==> src/rtl/wt_write_buffer_if.sv <==
// Bundle of store, read-miss check and memory write-port signals for the
// write-through buffer.
interface wt_write_buffer_if #(
    parameter int DEPTH  = 4,
    parameter int ADDR_W = 10,
    parameter int DATA_W = 32
);
    localparam int CNT_W = $clog2(DEPTH) + 1;

    logic              wr_req;
    logic [ADDR_W-1:0] wr_addr;
    logic [DATA_W-1:0] wr_data;
    logic              wr_full;
    logic              buf_empty;
    logic [CNT_W-1:0]  count;
    logic [ADDR_W-1:0] chk_addr;
    logic              chk_hit;
    logic              mem_we;
    logic [ADDR_W-1:0] mem_addr;
    logic [DATA_W-1:0] mem_wdata;
    logic              mem_ack;
    logic              ovf_err;

    modport slave (
        input  wr_req, wr_addr, wr_data, chk_addr, mem_ack,
        output wr_full, buf_empty, count, chk_hit, mem_we, mem_addr, mem_wdata, ovf_err
    );

    modport master (
        output wr_req, wr_addr, wr_data, chk_addr, mem_ack,
        input  wr_full, buf_empty, count, chk_hit, mem_we, mem_addr, mem_wdata, ovf_err
    );
endinterface

==> src/rtl/wt_write_buffer.sv <==
// Posted-write FIFO between the write-through data cache and data memory:
// absorbs stores, drains them one at a time over mem_we/mem_ack.
module wt_write_buffer #(
    parameter int DEPTH  = 4,
    parameter int ADDR_W = 10,
    parameter int DATA_W = 32
) (
    input logic               clk,
    input logic               rstn,
    wt_write_buffer_if.slave  bus
);
    localparam int PTR_W = $clog2(DEPTH);
    localparam int CNT_W = PTR_W + 1;

    typedef enum logic {IDLE, SEND} state_t;

    state_t            state_q, state_d;
    logic [ADDR_W-1:0] addr_q [DEPTH];
    logic [DATA_W-1:0] data_q [DEPTH];
    logic [DEPTH-1:0]  valid_q;
    logic [PTR_W-1:0]  wr_ptr_q, rd_ptr_q;
    logic [CNT_W-1:0]  count_q;
    logic [ADDR_W-1:0] mem_addr_q;
    logic [DATA_W-1:0] mem_wdata_q;
    logic              ovf_q;
    logic              full, push, load, pop, hit;
    logic [DEPTH-1:0]  push_mask, pop_mask;

    assign full      = (count_q == CNT_W'(DEPTH));
    assign push      = bus.wr_req && !full;
    assign push_mask = push ? (DEPTH'(1) << wr_ptr_q) : '0;
    assign pop_mask  = pop  ? (DEPTH'(1) << rd_ptr_q) : '0;

    always_ff @(posedge clk or negedge rstn) begin
        if (!rstn) state_q <= IDLE;
        else       state_q <= state_d;
    end

    always_comb begin
        state_d = state_q;
        load    = 1'b0;
        pop     = 1'b0;
        case (state_q)
            IDLE: if (count_q != '0) begin
                state_d = SEND;
                load    = 1'b1;
            end
            SEND: if (bus.mem_ack) begin
                state_d = IDLE;
                pop     = 1'b1;
            end
            default: state_d = IDLE;
        endcase
    end

    always_ff @(posedge clk or negedge rstn) begin
        if (!rstn) begin
            for (int unsigned i = 0; i < DEPTH; i++) begin
                addr_q[i] <= '0;
                data_q[i] <= '0;
            end
            valid_q     <= '0;
            wr_ptr_q    <= '0;
            rd_ptr_q    <= '0;
            count_q     <= '0;
            mem_addr_q  <= '0;
            mem_wdata_q <= '0;
            ovf_q       <= 1'b0;
        end else begin
            if (push) begin
                addr_q[wr_ptr_q] <= bus.wr_addr;
                data_q[wr_ptr_q] <= bus.wr_data;
                wr_ptr_q         <= wr_ptr_q + PTR_W'(1);
            end
            if (load) begin
                mem_addr_q  <= addr_q[rd_ptr_q];
                mem_wdata_q <= data_q[rd_ptr_q];
            end
            if (pop) rd_ptr_q <= rd_ptr_q + PTR_W'(1);
            // Push never targets the popped slot: a full buffer refuses the push.
            valid_q <= (valid_q & ~pop_mask) | push_mask;
            case ({push, pop})
                2'b10:   count_q <= count_q + CNT_W'(1);
                2'b01:   count_q <= count_q - CNT_W'(1);
                default: count_q <= count_q;
            endcase
            if (bus.wr_req && full) ovf_q <= 1'b1;
        end
    end

    always_comb begin
        hit = 1'b0;
        for (int unsigned i = 0; i < DEPTH; i++) begin
            if (valid_q[i] && (addr_q[i] == bus.chk_addr)) hit = 1'b1;
        end
    end

    assign bus.wr_full   = full;
    assign bus.buf_empty = (count_q == '0) && (state_q == IDLE);
    assign bus.count     = count_q;
    assign bus.chk_hit   = hit;
    assign bus.mem_we    = (state_q == SEND);
    assign bus.mem_addr  = mem_addr_q;
    assign bus.mem_wdata = mem_wdata_q;
    assign bus.ovf_err   = ovf_q;
endmodule

==> src/flat_wrapper.sv <==
// flat-port wrapper written by rule: the top's interface ports become plain ports
module wt_write_buffer_flat 
#(
    parameter int DEPTH  = 4,
    parameter int ADDR_W = 10,
    parameter int DATA_W = 32
)
  (clk, rstn, bus_wr_req, bus_wr_addr, bus_wr_data, bus_chk_addr, bus_mem_ack, bus_wr_full, bus_buf_empty, bus_count, bus_chk_hit, bus_mem_we, bus_mem_addr, bus_mem_wdata, bus_ovf_err);
  wt_write_buffer_if #(.DEPTH(DEPTH), .ADDR_W(ADDR_W), .DATA_W(DATA_W)) bus_i ();
  input logic clk;
  input logic rstn;
  input wire logic [$bits(bus_i.wr_req)-1:0] bus_wr_req;
  input wire logic [$bits(bus_i.wr_addr)-1:0] bus_wr_addr;
  input wire logic [$bits(bus_i.wr_data)-1:0] bus_wr_data;
  input wire logic [$bits(bus_i.chk_addr)-1:0] bus_chk_addr;
  input wire logic [$bits(bus_i.mem_ack)-1:0] bus_mem_ack;
  output wire logic [$bits(bus_i.wr_full)-1:0] bus_wr_full;
  output wire logic [$bits(bus_i.buf_empty)-1:0] bus_buf_empty;
  output wire logic [$bits(bus_i.count)-1:0] bus_count;
  output wire logic [$bits(bus_i.chk_hit)-1:0] bus_chk_hit;
  output wire logic [$bits(bus_i.mem_we)-1:0] bus_mem_we;
  output wire logic [$bits(bus_i.mem_addr)-1:0] bus_mem_addr;
  output wire logic [$bits(bus_i.mem_wdata)-1:0] bus_mem_wdata;
  output wire logic [$bits(bus_i.ovf_err)-1:0] bus_ovf_err;
  assign bus_i.wr_req = bus_wr_req;
  assign bus_i.wr_addr = bus_wr_addr;
  assign bus_i.wr_data = bus_wr_data;
  assign bus_i.chk_addr = bus_chk_addr;
  assign bus_i.mem_ack = bus_mem_ack;
  assign bus_wr_full = bus_i.wr_full;
  assign bus_buf_empty = bus_i.buf_empty;
  assign bus_count = bus_i.count;
  assign bus_chk_hit = bus_i.chk_hit;
  assign bus_mem_we = bus_i.mem_we;
  assign bus_mem_addr = bus_i.mem_addr;
  assign bus_mem_wdata = bus_i.mem_wdata;
  assign bus_ovf_err = bus_i.ovf_err;
  wt_write_buffer #(.DEPTH(DEPTH), .ADDR_W(ADDR_W), .DATA_W(DATA_W)) u_core (.clk(clk), .rstn(rstn), .bus(bus_i));
endmodule
==> config.mk <==
export PLATFORM = sky130hd
export DESIGN_NAME = wt_write_buffer_flat
export DESIGN_NICKNAME = d
export VERILOG_FILES = /design/src/rtl/wt_write_buffer_if.sv /design/src/rtl/wt_write_buffer.sv /design/src/flat_wrapper.sv
export SDC_FILE = /design/constraint.sdc
export NUM_CORES = 1
export LEC_CHECK = 0
export ABC_AREA = 1
export CORE_MARGIN = 10
export CORE_UTILIZATION = 30
export DETAILED_ROUTE_END_ITERATION = 16
export GPL_TIMING_DRIVEN = 1
export SYNTH_ARGS = -nofsm -noshare
export SYNTH_HDL_FRONTEND = slang
export SYNTH_SLANG_ARGS = --single-unit
==> constraint.sdc <==
create_clock -name clk -period 1.5 [get_ports clk]
set_input_delay 0.225 -clock clk [delete_from_list [all_inputs] [get_ports clk]]
set_output_delay 0.225 -clock clk [all_outputs]
set_load 0.1 [all_outputs]
# --- Yosys cells after proc, flatten, opt, wreduce, memory -nomap -nowiden ---
# Index checks and enable logic that the tools add are counted.
totals:
  ff_bits: 223
  inputBits: 56
  out_inout_bits: 50
  elab_cells: 75
op_classes:
  addsub: 4
  order_cmp: 3
  n_eq_ne: 7
  shift: 2
  muxes: 25
  bitwise_logic: 6
  reduce_logical: 12
op_table:
  columns: ["cell", "n"]
  rows:
  - ["128-bit bitwise mux", 1]
  - ["32-bit two-way mux", 3]
  - ["32-bit binary-select mux with 2-bit select", 1]
  - ["32-bit demux with 2-bit select", 1]
  - ["40-bit bitwise mux", 1]
  - ["10-bit == test", 4]
  - ["10-bit two-way mux", 3]
  - ["10-bit binary-select mux with 2-bit select", 1]
  - ["10-bit demux with 2-bit select", 1]
  - ["1-bit two-way mux", 9]
  - ["1-bit logical AND", 8]
  - ["4-bit two-way mux", 2]
  - ["1-bit by 2-bit << shifter with 4-bit output, first input constant", 2]
  - ["3-bit >= comparator, second input constant", 2]
  - ["2-bit inverter with 3-bit output", 2]
  - ["3-bit one-hot mux with 2 select lines", 1]
  - ["2-bit by 1-bit adder with 2-bit output, second input constant", 2]
  - ["4-bit bitwise AND", 1]
  - ["4-bit inverter", 1]
  - ["4-bit OR", 1]
  - ["3-bit by 1-bit adder with 3-bit output, second input constant", 1]
  - ["3-bit == test, second input constant", 1]
  - ["3-bit zero test", 1]
  - ["3-bit by 1-bit less-than comparator with 1-bit output, second input constant", 1]
  - ["other kinds (8)", 8]

# --- Logic depth before layout (Yosys ltp) ---
# Gate-level depths: netlist (run 1).
depth:
  word_depth: 6
  depth_mapped: 11

# --- Worst setup path after synthesis (run 1) ---
# OpenSTA, ideal clock, no wires.
synth_timing:
  path_type: "register -> register"
  startpoint: "register u_core.count_q[0] (netlist: u_core.bus.count[0])"
  endpoint: "register u_core.state_q (netlist: u_core.bus.mem_we)"
  setup_ns: 0.190
  t_arrival_ns: 2.411
  required_ns: 1.310
  setup_slack_ns: -1.102
  path_stages_with_launch: 5
  path_buffers: 0
  synth_period_minus_slack_ns: 2.602
  path_cell_list: "dfrtp_1 > inv_2 > nand3_1 > nor2_1 > nor2_1"
synth_between:
  elab_chain_cells: 3
synth_rtl:
  columns: ["item", "line_no", "source"]
  rows:
  - ["from (decl)", "wt_write_buffer.sv:22", "logic [CNT_W-1:0] count_q;"]
  - ["from (signal assigned)", "wt_write_buffer.sv:83", "2'b10: count_q <= count_q + CNT_W'(1);"]
  - ["from (signal assigned)", "wt_write_buffer.sv:84", "2'b01: count_q <= count_q - CNT_W'(1);"]
  - ["from (signal assigned)", "wt_write_buffer.sv:85", "default: count_q <= count_q;"]
  - ["3-bit nonzero test", "wt_write_buffer.sv:44", "IDLE: if (count_q != '0) begin"]
  - ["1-bit two-way mux", "wt_write_buffer.sv:44", null]
  - ["1-bit one-hot mux with 2 select lines", "wt_write_buffer.sv:43", "case (state_q)"]
  - ["via u_core.state_d", "wt_write_buffer.sv:17", "state_t state_q, state_d;"]
  - ["to (signal assigned)", "wt_write_buffer.sv:36", "else state_q <= state_d;"]
  - ["to (decl)", "wt_write_buffer.sv:17", null]
# The timed path passes the listed nets, and every way through them passes these cells.
# A chain may end at the register's enable or synchronous reset.

# --- Worst setup path after layout (run 1) ---
layout_timing:
  startpoint: "register u_core.valid_q[0]"
  endpoint: "output bus_chk_hit"
layout_between:
  elab_chain_cells: 5
layout_rtl:
  columns: ["item", "line_no", "source"]
  rows:
  - ["from (decl)", "wt_write_buffer.sv:20", "logic [DEPTH-1:0] valid_q;"]
  - ["from (signal assigned)", "wt_write_buffer.sv:81", "valid_q <= (valid_q & ~pop_mask) | push_mask;"]
  - ["1-bit logical AND", "wt_write_buffer.sv:94", "if (valid_q[i] && (addr_q[i] == bus.chk_addr)) hit = 1'b1;"]
  - ["1-bit two-way mux (4 in series)", "wt_write_buffer.sv:94", null]
  - ["to (decl)", "flat_wrapper.sv:20", "output wire logic [$bits(bus_i.chk_hit)-1:0] bus_chk_hit;"]
# Every way passes these cells.

==> impl_metrics.yaml, run 1 <==
routing:
  num_vias: 9267
  drc: 0
  avgRoutedWirePerCell_um: 18.5
  drt_iter0_drc: 510
  antenna_left: 0
  drt-pass1-iter-count: 6
  wirelength_um: 35700
  viasPerCell: 4.80
synthesis:
  syn_nets: 1325
  syn_inst: 1259
  synth_edf_count: 0
  synth.largest_area_cell: "dfrtp_1"
  netlist_area_mm2: 0.0105
  synth_top_area_share_pct: 53.1
  yosysSeqAreaShare_pct: 53.1
  synth_area_leaders: "dfrtp_1, nand2_1, inv_1"
  synth_common_cells: "nand2_1, dfrtp_1, inv_1"
  syn_avg_cell_area_um2: 8.35
  synthArstFlopShare_pct: 100
  ys_ff_latch: 223
  synth.most_common_cell: "nand2_1"
  synthDistinctLibCells: 29
  ys.flop_type: "dfrtp_1"
  yosys_warnings: 0
sta:
  period_share_pct: 135
  finalSetupViolCount: 179
  finalHoldViolations: 0
  slew_viol_final: 0
  rsz0062_at_grt: "yes"
  worst_hold_slack_ns: 0.219
  max_slew_margin_pct: 67.4
  worst_slack_ns: -0.525
  tightest_slew_ns: 0.488
  clock_skew_ns: 0.0125
  min_period_ns: 2.03
  fmax_mhz: 494
die:
  rows: 68
  ios: 106
  core_mm2: 0.0345
  die_area_mm2: 0.0429
  start_util_pct: 30.4
  die_w_um: 207
  die_h_um: 207
run_status:
  status: "complete, but fails checks"
  violations: "negative setup slack"
clock_network:
  htreeDepth: 1
  clock_latency_ns: 0.54
  cts.sinks: 223
  cts_tree: "yes"
  clk_pin_slew_ns: 0.06
  cts_buffers: 27
  root_buffer: "clkbuf_16"
  clockBufferDepth: 3
global_routing:
  grt_pass1_vias: 9322
  grt_first_pass_wirelength_um: 53500
  grtUsageTotal_pct: 15.1
  grt_overflow: 0
  grt_max_degree: 103
  antenna_found_initial: 3
worst_setup_path:
  worstRegToRegCells: 13
  worst_setup_path_end_kind: "primary output"
  crit_chain: "a21boi_1 -> nand2_1 -> nor2_1 -> nand3_1 -> nand2_1 -> inv_1 -> nand2_2 -> buf_12"
  worstSetupPathType: "reg -> out"
  slowest_delay_ns: 0.42
  worst_ep_arrival_time_ns: 1.80
  cp_max_fo: 2
  crit_required_ns: 1.27
  crit_top_cell: "nand2_1"
  crit_path_start_kind: "register"
  slowest_stage: "dfrtp_1"
pwr:
  ir_drop_uv: 1560
  p_leak_nw: 7.95
  p_per_area_mw_per_mm2: 2460
placement:
  dp_slack_ns: -0.384
  hpwl_um: 19400
  port_buffers: 105
  place.gp.congestion: 0.920
  dp_cells: 1808
layout:
  area_growth_pct: 58.0
  drive_above_1_share_pct: 35.8
  final_net_count: 1521
  finalNonFillerCells: 1932
worst_hold_path:
  hold_path_class: "in -> async"
job:
  maxCapViolCount: 0
==> final cells by class <==
class,instances,area [um^2]
Tap cell,455,569
Fill cell,3187,17900
Clock inverter,11,120
Multi-Input combinational cell,827,5120
Clock buffer,38,777
Sequential cell,223,5600
Timing Repair Buffer,238,3820
Antenna cell,2,5.00
Inverter,138,596
==> flip-flops by register name, indices dropped and copies added, names as in the netlist, 2 cells and up <==
| signal | flops |
|---|---|
| u_core.bus.count | 3 |
| u_core.valid_q | 4 |
| u_core.bus.mem_wdata | 32 |
| u_core.bus.mem_addr | 10 |
| u_core.wr_ptr_q | 2 |
| u_core.data_q | 128 |
| u_core.addr_q | 40 |
| u_core.rd_ptr_q | 2 |
==> per-stage QoR <==
stage	TNS, ns	area (um^2)	util [%]	total power [mW]
final	-37.16	16600	48.1	40.9
after CTS	-35.30	15300	44.2	38.8
after detailed placement	-29.36	13200	38.1	29.6
after global routing	-49.52	16600	48.1	43.4
after global placement	-26.16	13200	38.1	29.3
after floorplan	-11.41	10700	-	22.8
==> critical path, delay by kind of cell, from the launching register on <==
family,cells,cell delay [ns]
flops,1,0.42
buf+inv,2,0.22
simple gates,5,0.43
compound gates,1,0.18
==> layout by cell type (no fill, tap or decap), drive strengths merged, types with 2 or more instances in the layout <==
cell	n
a21boi	3
a21oi	49
a31oi	42
buf	170
bufinv	2
clkbuf	51
clkdlybuf4s50	54
clkinv	9
clkinvlp	3
dfrtp	223
diode	2
ha	9
inv	135
nand2	450
nand3	10
nand4	4
nor2	58
o211ai	35
o21ai	149
xnor2	9
xor2	7
==> power breakdown <==
group	total (mW)	switching (mW)	internal, mW
clock network	6.62	2.67	3.95
logic	23.2	13.6	9.66
registers	11.1	2.06	9.00
total	40.9	18.3	22.6
==> repair_timing <==
action,4_1_cts,5_1_grt
setup endpoints to repair,88,183
hold buffers,1,0
endpoints found under the hold margin,83,0
gates cloned,19,16
setup buffers,27,22
gates resized for setup,128,286
pin swaps,6,74
==> logic make-up (layout without fill, tap and decap cells) <==
kind of cell / count (synthesis) / count (layout) / synth area share (%)
simple gates: 522 / 522 / 19.3
compound gates: 279 / 279 / 15.8
flops: 223 / 223 / 53.1
buf+inv: 209 / 425 / 9.25
xor+xnor: 16 / 16 / 1.33
fa+ha+maj: 10 / 10 / 1.26
other cells: 0 / 2 / 0
==> metal layers <==
| layer | global-route usage, % | share of wire (%) | up-vias |
|---|---|---|---|
| met5 | 0 | 0.025 | - |
| met4 | 4.21 | 2.5 | 2 |
| met3 | 2.99 | 4.3 | 59 |
| met2 | 25.1 | 49 | 183 |
| met1 | 19.6 | 44 | 4588 |
| li1 | - | - | 4435 |
==> final timing paths <==
path / start / end / slack [ns]
max: u_core.valid_q[0] / bus_chk_hit / -0.53
min: rstn / u_core.bus.count[0] / 0.22
max reg2reg: u_core.bus.count[0] / u_core.data_q[109] / -0.29
min reg2reg: u_core.data_q[99] / u_core.data_q[99] / 0.47
max in group asynchronous: rstn / u_core.addr_q[32] / 0.66
min in group clk: bus_wr_data[18] / u_core.data_q[114] / 0.36
No activity file was read; power rests on OpenSTA's default activity.
==> run 2: changes to the inputs <==
--- a/config.mk
+++ b/config.mk
@@ -6,6 +6,7 @@
 export NUM_CORES = 1
 export LEC_CHECK = 0
 export ABC_AREA = 1
+export CORE_ASPECT_RATIO = 0.6
 export CORE_MARGIN = 10
 export CORE_UTILIZATION = 30
 export DETAILED_ROUTE_END_ITERATION = 16
==> impl_metrics.yaml, run 2 (synthesized netlist as in run 1, its figures left out) <==
clock_network:
  clk_pin_slew_ns: 0.06
  htreeDepth: 1
  cts_buffers: 24
  root_buffer: "clkbuf_16"
  cts.sinks: 223
  clockBufferDepth: 3
  cts_tree: "yes"
  clock_latency_ns: 0.53
worst_setup_path:
  worstRegToRegCells: 12
  cp_max_fo: 3
  worst_setup_path_end_kind: "primary output"
  rr_endpoint: "u_core.data_q[100]"
  crit_chain: "xor2_1 -> nor2_1 -> nand3_1 -> nand2_1 -> inv_1 -> nand2_2 -> buf_12"
  worst_ep_arrival_time_ns: 1.85
  crit_required_ns: 1.27
  rr_startpoint: "u_core.bus.count[0]"
  slowest_stage: "dfrtp_1"
  crit_path_start_kind: "register"
  slowest_delay_ns: 0.44
  worstSetupPathType: "reg -> out"
  rrSetupSlack_ns: -0.39
sta:
  period_share_pct: 138
  fmax_mhz: 482
  slew_viol_final: 0
  rsz0062_at_grt: "yes"
  tightest_slew_ns: 0.441
  worst_hold_slack_ns: 0.203
  max_slew_margin_pct: 70.5
  finalHoldViolations: 0
  min_period_ns: 2.07
  finalSetupViolCount: 221
  clock_skew_ns: 0.0139
  worst_slack_ns: -0.574
placement:
  dp_cells: 1827
  place.gp.congestion: 0.967
  hpwl_um: 21100
  dp_slack_ns: -0.377
  port_buffers: 105
layout:
  finalNonFillerCells: 1952
  multi_input_area_mm2: 0.00561
  drive_above_1_share_pct: 41.0
  layout_commonest_cell: "nand2_1"
  final_cell_mix: "nand2_1, dfrtp_1, nand2_2"
  largest_register_ffs: 128
  area_growth_pct: 66.3
  final_net_count: 1540
  largest-register: "u_core.data_q"
  seqCellArea_mm2: 0.00560
  fillers: 3008
pwr:
  p_per_area_mw_per_mm2: 2500
  ir_drop_uv: 1520
  p_leak_nw: 8.22
routing:
  drt_iter0_drc: 803
  antenna_left: 0
  drt-pass1-iter-count: 5
  wirelength_um: 40600
  num_vias: 9688
  avgRoutedWirePerCell_um: 20.8
  drc: 0
  viasPerCell: 4.96
global_routing:
  grtUsageTotal_pct: 16.8
  grt_pass1_vias: 9277
  grt_first_pass_wirelength_um: 56200
  grt_max_degree: 73
  grt_overflow: 0
  antenna_found_initial: 3
run_status:
  violations: "negative setup slack"
  status: "complete, but fails checks"
die:
  core_mm2: 0.0342
  die_w_um: 262
  rows: 52
  start_util_pct: 30.8
  die_area_mm2: 0.0432
  die_h_um: 165
  ios: 106
worst_hold_path:
  hold_path_class: "in -> async"
job:
  maxCapViolCount: 0
run 2: cell types whose count changed in the layout (fill, tap and decap cells not counted), sizes merged:
cell / before / now
buf: 170 / 181
clkbuf: 51 / 56
clkinvlp: 3 / 1
clkinv: 9 / 10
inv: 135 / 136
run 2: critical path: cells and delay by family, from the launching register on:
family / cells / cell delay, ns
flops: 1 / 0.44
xor+xnor: 1 / 0.37
buf+inv: 2 / 0.22
simple gates: 4 / 0.29
run 2: layout make-up:
type | count | share of cell area (%)
antenna | 2 | 0.0286
inverter | 138 | 3.79
timing repair inverter | 6 | 0.573
tap | 459 | 3.29
clock inverter | 5 | 0.465
sequential | 223 | 32.0
clock buffer | 38 | 4.20
timing repair buffer | 254 | 23.5
multi-input combinational | 827 | 32.1
run 2: worst max-delay path by stage:
stage                              startpoint                   to  slack, ns  cells past startpoint
after detailed placement      bus_chk_addr[9]          bus_chk_hit      -0.38                     12
after floorplan           u_core.bus.count[0]  u_core.bus.count[2]      -0.33                     10
after CTS                    u_core.addr_q[5]          bus_chk_hit      -0.56                     11
after global routing         u_core.addr_q[5]          bus_chk_hit      -0.66                     11
after global placement        bus_chk_addr[5]          bus_chk_hit      -0.39                     12
final                       u_core.addr_q[12]          bus_chk_hit      -0.57                      7
run 2: metrics by stage:
step	power, mW	utilization [%]	instance area, um^2	setup TNS [ns]
final	43.7	51.2	17500	-48.17
after global routing	45.9	51.2	17500	-60.39
after CTS	39.8	45.3	15500	-31.93
after detailed placement	29.9	38.7	13200	-23.54
after global placement	29.7	38.7	13200	-22.96
after floorplan	22.8	-	10700	-11.41
run 2: timing repair:
| action | in CTS | in global routing |
|---|---|---|
| resized for setup | 184 | 370 |
| pin swaps | 41 | 51 |
| hold buffers | 1 | 0 |
| setup buffers | 22 | 15 |
| endpoints found under the setup margin | 110 | 222 |
| gates cloned | 26 | 24 |
| hold endpoints to repair | 187 | 0 |
run 2: power breakdown:
part	leakage, nW	switching (mW)	total (mW)	internal [mW]
Clock	0.396	2.57	6.27	3.70
Combinational	5.13	15.1	26.0	10.9
Sequential	2.69	2.45	11.4	9.00
run 2: routing by layer:
metal / global-route usage [%] / wire, um
met1: 24.3 / 18900
met5: 0 / 13
met3: 4.24 / 3160
met2: 24.9 / 17900
met4: 3.32 / 679
==> run 3: changes to the inputs <==
--- a/config.mk
+++ b/config.mk
@@ -8,9 +8,12 @@
 export ABC_AREA = 1
 export CORE_ASPECT_RATIO = 0.6
 export CORE_MARGIN = 10
-export CORE_UTILIZATION = 30
+export CORE_UTILIZATION = 52
+export CTS_CLUSTER_DIAMETER = 120
 export DETAILED_ROUTE_END_ITERATION = 16
 export GPL_TIMING_DRIVEN = 1
+export PLACE_DENSITY = 0.77
+export RECOVER_POWER = 25
 export SYNTH_ARGS = -nofsm -noshare
 export SYNTH_HDL_FRONTEND = slang
 export SYNTH_SLANG_ARGS = --single-unit
==> impl_metrics.yaml, run 3 (synthesized netlist as in run 1, its figures left out) <==
sta:
  period_share_pct: 141
  clock_skew_ns: 0.0121
  finalSetupViolCount: 223
  worst_slack_ns: -0.620
  tightest_slew_ns: 0.880
  finalHoldViolations: 0
  slew_viol_final: 0
  max_slew_margin_pct: 41.3
  setup_tns_ns: -47.43
  worst_hold_slack_ns: 0.391
  fmax_mhz: 472
  rsz0062_at_grt: "yes"
  min_period_ns: 2.12
global_routing:
  grtUsageTotal_pct: 24.8
  antenna_found_initial: 0
  grt_overflow: 0
  grt_max_degree: 83
  grt_first_pass_wirelength_um: 52200
  grt_pass1_vias: 9521
die:
  ios: 106
  core_mm2: 0.0199
  die_h_um: 130
  die_area_mm2: 0.0265
  die_w_um: 204
  start_util_pct: 52.8
  rows: 40
placement:
  port_buffers: 105
  place.gp.congestion: 0.985
  hpwl_um: 19700
layout:
  fillers: 1007
  final_net_count: 1525
  final_cell_mix: "nand2_1, dfrtp_1, inv_1"
  num_antenna_cells: 0
  largest-register: "u_core.data_q"
  area_growth_pct: 57.6
  layout_commonest_cell: "nand2_1"
  post-route-util_pct: 83.1
  drive_above_1_share_pct: 38.2
  largest_register_ffs: 128
clock_network:
  cts_buffers: 22
  htreeDepth: 1
  root_buffer: "clkbuf_16"
  clockBufferDepth: 3
  cts_tree: "yes"
  clock_latency_ns: 0.52
  clk_pin_slew_ns: 0.06
  cts.sinks: 223
run_status:
  status: "complete, but fails checks"
  violations: "negative setup slack"
worst_setup_path:
  worst_ep_arrival_time_ns: 1.90
  cp_max_fo: 2
  worst_setup_path_end_kind: "primary output"
  crit_path_start_kind: "register"
  crit_required_ns: 1.27
  worstSetupPathType: "reg -> out"
pwr:
  p_int_mw: 22.6
  p_comb_share_pct: 59.7
  pwr-share-clk_pct: 13.5
  power_frac_seq_pct: 26.8
  switching_share_pct: 47.9
  p_total_mw: 43.3
  power.switching_mw: 20.8
  ir_drop_uv: 1830
  p_leak_nw: 7.90
  p_per_area_mw_per_mm2: 2620
routing:
  drt_iter0_drc: 1451
  num_vias: 10801
  viasPerCell: 6.19
  drc: 0
  drt-pass1-iter-count: 6
  wirelength_um: 44000
  avgRoutedWirePerCell_um: 25.2
  antenna_left: 0
job:
  maxCapViolCount: 0
worst_hold_path:
  hold_path_class: "in -> reg"
run 3: layout make-up:
type	instances	area [um^2]	area share, %
clock buffers	32	669	4.04
clock inverters	6	80.1	0.484
flip-flops and latches	223	5600	33.8
multi-input cells	827	5400	32.6
repair inverters	3	52.6	0.317
well taps	273	342	2.06
inverters	138	638	3.85
repair buffers	244	3780	22.8
run 3: what timing repair did:
| action | in CTS | in global routing |
|---|---|---|
| pin swaps | 8 | 53 |
| hold endpoints to repair | 46 | 0 |
| resized for setup | 125 | 347 |
| setup buffers | 18 | 18 |
| gates cloned | 16 | 33 |
| hold buffers | 1 | 0 |
| endpoints found under the setup margin | 89 | 205 |
run 3: layer usage:
layer,global-route usage [%],part of all wire [%],up-vias
met1,34.9,37,5256
met2,38.3,44,879
met3,5.57,13,228
li1,-,-,4438
met5,0,0,-
met4,5.94,4.9,0
run 3: worst paths after layout:
check                                          from            endpoint  slack (ns)  cells past startpoint
worst min register to register   u_core.data_q[116]  u_core.data_q[116]        0.48                      2
max in group asynchronous                      rstn   u_core.data_q[25]        0.09                      3
worst min-delay path                bus_wr_data[30]   u_core.data_q[94]        0.39                      3
worst max-delay path              u_core.addr_q[26]         bus_chk_hit       -0.62                      8
worst max register to register  u_core.bus.count[1]   u_core.data_q[32]       -0.38                     12
min in group asynchronous                      rstn   u_core.data_q[64]        0.42                      2
run 3: through the flow:
step                      setup WS (ns)  instances  instance area [um^2]
after detailed placement         -0.442       1630                 12900
after CTS                        -0.476       1703                 14600
after floorplan                  -0.330       1259                 10700
after global routing             -0.666       1746                 16600
final                            -0.620       1746                 16600
after global placement           -0.422       1630                 12900
run 3: power groups by stage:
stage	combinational, mW	clock, mW	sequential [mW]
2_1_floorplan	8.11	0	14.7
3_5_place_dp	18.6	0	11.0
6_report	25.9	5.87	11.6
3_3_place_gp	18.2	0	11.0
4_1_cts	20.7	5.77	10.9
5_1_grt	27.0	6.10	11.7
run 3: critical path: stages, from the launching register on:
cell	delay, ns
dfrtp_1	0.41
xnor2_2	0.22
nand2_1	0.10
nor2_1	0.16
nand3_1	0.10
nand2_1	0.08
inv_1	0.05
nand2_2	0.08
buf_12	0.17
